`src/rtl/datapath_sequencer.sv`:
```
// Four-phase instruction sequencer (IDLE/READ/EXEC/WB) that drives register-file
// addresses, ALU op and source select, and counts retired instructions.
module datapath_sequencer (
    input  logic        clk,
    input  logic        rst,
    input  logic        instr_valid,
    output logic        instr_ready,
    input  logic [15:0] instr,
    input  logic        Flag,
    output logic        Wen,
    output logic [3:0]  WA,
    output logic [3:0]  RAA,
    output logic [3:0]  RAB,
    output logic [2:0]  Op,
    output logic [3:0]  Sel,
    output logic        done,
    output logic        skip,
    output logic        err,
    output logic [15:0] retired_cnt
);

    typedef enum logic [1:0] {IDLE, READ, EXEC, WB} state_t;

    state_t stateQ, stateNext;
    logic   condQ;
    logic   flagQ;
    logic   accept;
    logic   reservedOp;
    logic   writingOp;
    logic   condPass;

    assign accept     = instr_valid && instr_ready;
    assign reservedOp = Op[2] && Op[1];
    assign writingOp  = !reservedOp && (Op != 3'b010);
    assign condPass   = !condQ || flagQ;

    // Fields are captured at the transfer edge so they are already stable in READ
    // and simply hold through IDLE until the next transfer.
    always_ff @(posedge clk) begin
        if (rst) begin
            stateQ      <= IDLE;
            WA          <= 4'h0;
            RAA         <= 4'h0;
            RAB         <= 4'h0;
            Op          <= 3'b000;
            Sel         <= 4'h0;
            condQ       <= 1'b0;
            flagQ       <= 1'b0;
            retired_cnt <= 16'h0000;
        end else begin
            stateQ <= stateNext;
            if (accept) begin
                Op    <= instr[15:13];
                condQ <= instr[12];
                WA    <= instr[11:8];
                RAA   <= instr[7:4];
                RAB   <= instr[3:0];
                Sel   <= (instr[15:13] == 3'b101) ? {1'b1, instr[2:0]} : 4'h0;
            end
            if (stateQ == READ) begin
                flagQ <= Flag;
            end
            if ((stateQ == WB) && condPass && !reservedOp) begin
                retired_cnt <= retired_cnt + 16'h0001;
            end
        end
    end

    // All handshake and pulse outputs are decoded from the current state, so a
    // reset edge clears them in the very next cycle.
    always_comb begin
        stateNext   = stateQ;
        instr_ready = 1'b0;
        Wen         = 1'b0;
        done        = 1'b0;
        skip        = 1'b0;
        err         = 1'b0;
        case (stateQ)
            IDLE: begin
                instr_ready = 1'b1;
                if (instr_valid) begin
                    stateNext = READ;
                end
            end
            READ: stateNext = EXEC;
            EXEC: stateNext = WB;
            WB: begin
                stateNext = IDLE;
                done      = 1'b1;
                Wen       = writingOp && condPass;
                skip      = !condPass;
                err       = reservedOp;
            end
            default: stateNext = IDLE;
        endcase
    end

endmodule

```
`config.mk`:
```
export PLATFORM = sky130hd
export DESIGN_NAME = datapath_sequencer
export DESIGN_NICKNAME = d
export VERILOG_FILES = /design/src/rtl/datapath_sequencer.sv
export SDC_FILE = /design/constraint.sdc
export NUM_CORES = 1
export LEC_CHECK = 0
export CAP_MARGIN = 10
export CORE_AREA = 2 2 58 74
export DETAILED_ROUTE_END_ITERATION = 10
export DIE_AREA = 0 0 60 76
export GPL_TIMING_DRIVEN = 0
export PLACE_DENSITY = 0.74
export REMOVE_ABC_BUFFERS = 1
export SETUP_SLACK_MARGIN = 0.05
export SKIP_CTS_REPAIR_TIMING = 1
export SYNTH_ARGS = -nofsm -noshare
export SYNTH_HDL_FRONTEND = slang
export SYNTH_SLANG_ARGS = --single-unit
```
`constraint.sdc`:
```
create_clock -name clk -period 1.9 [get_ports clk]
set_clock_uncertainty 0.15 [all_clocks]
set_input_delay 0.19 -clock clk [delete_from_list [all_inputs] [get_ports clk]]
set_output_delay 0.19 -clock clk [all_outputs]
set_load 0.02 [all_outputs]
```
Word level (Yosys, flattened, before mapping)
Index checks and enable logic that the tools add are counted.
W data, S select, Z words.
- add/subtract/negate cells: 1
- $mul: 0
- div/mod/pow operators: 0
- order comparisons: 0
- equality and inequality tests: 6
- shift operators: 0
- muxes and demuxes: 8
- bitwise gates (word level): 0
- reductions and logical operators: 11
- operators by type and width (kind ; number):
    $add A16 B1 Y16 const B ; 1
    $pmux W2 S4 ; 1
    $logic_and A1 B1 Y1 ; 6
    $mux W1 ; 5
    $eq A2 B2 Y1 const B ; 2
    $mux W4 ; 1
    $eq A3 B3 Y1 const B ; 1
    $logic_not A1 Y1 ; 3
    $ne A3 B2 Y1 const B ; 1
    $eq A2 B1 Y1 const B ; 1
    $logic_not A2 Y1 ; 1
    $mux W2 ; 1
    $ne A2 B2 Y1 const B ; 1
    $logic_or A1 B1 Y1 ; 1
- register bits after elaboration: 39
- latch bits: 0
- RAM bits: 0
- bits in read-only memories: 0
- bits of input ports: 20
- output and inout port bits: 40
- logic and storage cells: 35
- memories: 0

Depth between registers and ports, before layout
- depth in word-level cells: 5
- mapped depth: 7
- gate-level depth less buffers: 6

Worst setup path after synthesis
Ideal clock, no wire load.
- path kind: register to register
- from: reg stateQ[0]
- to: reg retired_cnt[13]
- arrival: 1.681 ns
- data required time: 1.680 ns
- setup slack: -0.001 ns
- stages on the path, launching flop included: 6
- clock period less this slack: 1.901 ns
- path through: dfxtp_1 ha_1 and4_4 nand3_4 or4_1 a21oi_1
- cells in the longest elaborated chain, start to end: 3
- ends and longest elaborated chain (what ; RTL line ; text):
    start: declaration ; 24 ; state_t stateQ, stateNext;
    start signal: assignment ; 51 ; stateQ <= stateNext;
    $eq A2 B2 Y1 ; 63 ; if ((stateQ == WB) && condPass && !reservedOp) begin
    $logic_and A1 B1 Y1 (2 in series) ; 63 ;
    end signal: assignment ; 64 ; retired_cnt <= retired_cnt + 16'h0001;
    end: declaration ; 19 ; output logic [15:0] retired_cnt
Every way passes these cells.
A chain may end at the register's enable or synchronous reset.

Final worst setup path
- from: reg stateQ[0]
- to: reg retired_cnt[15]
Same word-level chain as after synthesis.

==> run summary <==
The run finished with clean final reports. For this design the ratio of total power to cell area is 1010 nW/um2. The depth of the worst register-to-register path came out at 5. The first global-routing pass estimated roughly 6100 um of wire. The post-synthesis area per instance came out at 8.26 um2.

The adder and majority cell fraction of the synthesized area came out at 0.0388. The number of H-tree branching levels is 2. The worst setup path is captured at a flop.

The global placer's final weighted congestion is 0.817. Dividing the final minimum period by the clock period gives 0.956. The worst hold path begins at instr[7]. After clock tree synthesis, the clock-pin slew on the worst setup and hold paths is 70 ps. Clock tree synthesis inserted a total of 5 buffers. The critical setup path kind is reg2reg.

The root buffer cell chosen for the clock tree is clkbuf_8. In this run the tightest slew margin relative to its limit is 0.517. The final hold violation count is 0. The area enclosed by the die boundary is about 4600 um2. The final-report setup violation count is 0. The number of placed I/O pins came out at 60. The initial antenna violation count is 0. The critical path arrival came out at approximately 1900 ps. The proportion of register bits with asynchronous set or reset after synthesis came out at 0.

By area, the combinational part of the netlist is dominated by simple AND/OR/NAND/NOR gates. The cell depth of the worst min-delay path is 3. Setup repair after global routing could not meet its margin everywhere. The most used flip-flop cell after synthesis is dfxtp_1.

The maximum VDD drop came out at 1.02 mV. The path with the worst hold slack has its endpoint at RAA[3]$_SDFFE_PP0P_. The net count of the finished layout came out at 279. The longest clock path from root to sink contains 2 buffers. The final wirelength is 3740 um. The area growth from synthesis to layout is 50.2%. Clock tree synthesis found a total of 39 sinks. The complex-gate fraction of the synthesized area is 0.143. For this run, the register share of the synthesized area comes to 0.484. The most common library cell in the layout ignoring fill and taps is clkdlybuf4s50_1. The required time at the endpoint of the critical path is 1980 ps.

The count of flip-flops with a built-in enable after synthesis is 0. The highest net fanout along the worst path came out at 6. Entering global routing, the biggest net connects 21 pins. The detailed router placed 1,527 vias in this run. Of the total synthesized cell area, the portion taken by AND, OR, NAND and NOR gates is 0.259. The count of unresolved DRC violations after routing came out at 0.

The number of antenna repair diodes came out at 0. The endpoint identified for the worst register-to-register timing path is retired_cnt[15]$_SDFFE_PP0P_. Power comes to 2450 uW. Measured along the x axis, the die boundary spans 60 um. The top cell types in the final layout, fill and taps aside, are clkdlybuf4s50_1 (55), nand2_1 (43), dfxtp_1 (37), a21oi_1 (30), nor2_1 (13).

The overall global routing resource usage is 0.174. Including well taps, the total number of placed cells is 303. The core box area came out at 3940 um2. The setup TNS after final layout is 0 ps. The Yosys step of the flow raised 0 warnings. In this run the tool buffered the top-level ports with 59 buffer cells. The number of slew-limit violations in the final report was 0. The final antenna-violating net count came out at 0. TritonCTS built the clock tree.

The initial utilization of the core area, before any placement, comes to 0.409. The detailed placement HPWL came out at 2640 um. The cell count after synthesis is ~200. Prior to clock tree synthesis, the placed netlist has a worst setup slack of -243 ps. The synthesized flop and latch total is 39.

The clock latency on the worst-skew pair is 290 ps. Yosys mapped the design onto 24 distinct sky130hd cell types. The count of non-filler cells in the finished layout is 311. The initial detailed-routing violation count came out at 45.

The minimum clock period came out at 1820 ps. The via count of the first global-routing pass came out at 1,397. The highest clock rate is 551 MHz. Summed over all cells, the static leakage comes to ~0.00090 uW. For flop-to-flop paths, the worst setup slack is ~84 ps. The total global routing overflow came out at 0. The startpoint of the worst-slack reg-to-reg timing path is stateQ[0]$_SDFFE_PP0P_. The share of the synthesized netlist area taken by xor and xnor gates came out at 0.0217. The slew at the pin with the worst max-slew slack is 722 ps. After layout, the worst setup slack is 84.5 ps. The initialized floorplan defines 26 standard-cell rows. STA classifies the critical path startpoint as a flop. Summing every instance area after synthesis gives approximately 1600 um2. The average wire per standard cell is 12.0 um. Measured against the total synthesized area, the mux share comes to 0.0186. The worst hold path belongs to the class in2reg.

The die outline height is 76 um. The tightest hold path in the finished design has a slack of 289 ps. The number of maximum-capacitance constraint violations is 0. Dividing the detail-routed via count by the number of cells gives 4.91. The first TritonRoute pass finished after 4 iterations. The proportion of layout cells with a drive suffix above 1 is 0.0863.
[area by class of cell]
type / instances / area, um2
clock buffers: 8 / 100
fillers: 346 / 1520
inverters: 6 / 22.5
multi-input cells: 142 / 820
flip-flops and latches: 39 / 788
well taps: 56 / 70.1
repair buffers: 60 / 621
[cell usage after synthesis, types with 2 or more instances]
library cell   n  area, um2
a21oi_1       31        155
or3_1          8       50.1
buf_2          2       10.0
mux2i_1        3       30.0
dfxtp_1       39        781
inv_1          6       22.5
nand3_1        3       15.0
o21ai_0        9       45.0
and3_1         3       18.8
o31ai_1        3       22.5
nor2_1        13       48.8
clkbuf_1       6       22.5
nand2_1       45        169
xor2_1         3       26.3
or4_1          3       22.5
nand4_1        4       25.0
nand2b_1       3       18.8
ha_1           5       62.6
[sequential cells by signal, indices dropped and copies added, names as in the netlist, 2 cells and up]
name / cells
RAB: 4
Op: 3
Sel: 4
retired_cnt: 16
stateQ: 2
RAA: 4
WA: 4
[stage by stage]
step / instance area [um2] / utilization
final: 2420 / 0.615
after global routing: 2420 / 0.615
after CTS: 2370 / 0.601
after detailed placement: 2270 / 0.576
after global placement: 2240 / 0.569
after floorplan: 1580 / -
[critical path: stages, from the launching register on]
cell and delay, ps:
dfxtp_4 380, ha_4 180, and4_4 280, nand4_1 190, or4_1 440, a21oi_1 140
[cells by family (layout without fill, tap and decap cells)]
family	Yosys count	in the layout
XOR/XNOR	4	4
adder cells (fa/ha/maj)	5	5
multiplexers	3	3
AO/OA/AOI/OAI	44	44
AND/OR/NAND/NOR	86	86
flip-flops	39	39
buffers and inverters	14	74
[routing by layer]
metal,part of all wire,vias up,wire [um],track usage
met5,0,-,0,0
met4,0.023,0,85,0.0800
met3,0.065,7,244,0.0611
met2,0.49,50,1850,0.272
met1,0.42,693,1560,0.209
li1,-,777,-,-
[worst max-delay path by stage]
stage	endpoint	startpoint	cells after the start	slack (ps)
global placement	Sel[3]$_SDFFE_PP0P_	rst	3	-320
finish	retired_cnt[15]$_SDFFE_PP0P_	stateQ[0]$_SDFFE_PP0P_	5	80
detailed placement	Wen	stateQ[0]$_SDFFE_PP0P_	4	-240
CTS	Wen	stateQ[0]$_SDFFE_PP0P_	4	-570
floorplan	retired_cnt[13]$_SDFFE_PP0P_	stateQ[0]$_SDFFE_PP0P_	5	-0.5
global route	retired_cnt[15]$_SDFFE_PP0P_	stateQ[0]$_SDFFE_PP0P_	5	-20
[power breakdown]
group | switching, uW | internal [uW]
Clock | 281 | 331
Sequential | 85.4 | 944
Combinational | 456 | 356
No activity file was read; power rests on OpenSTA's default activity.
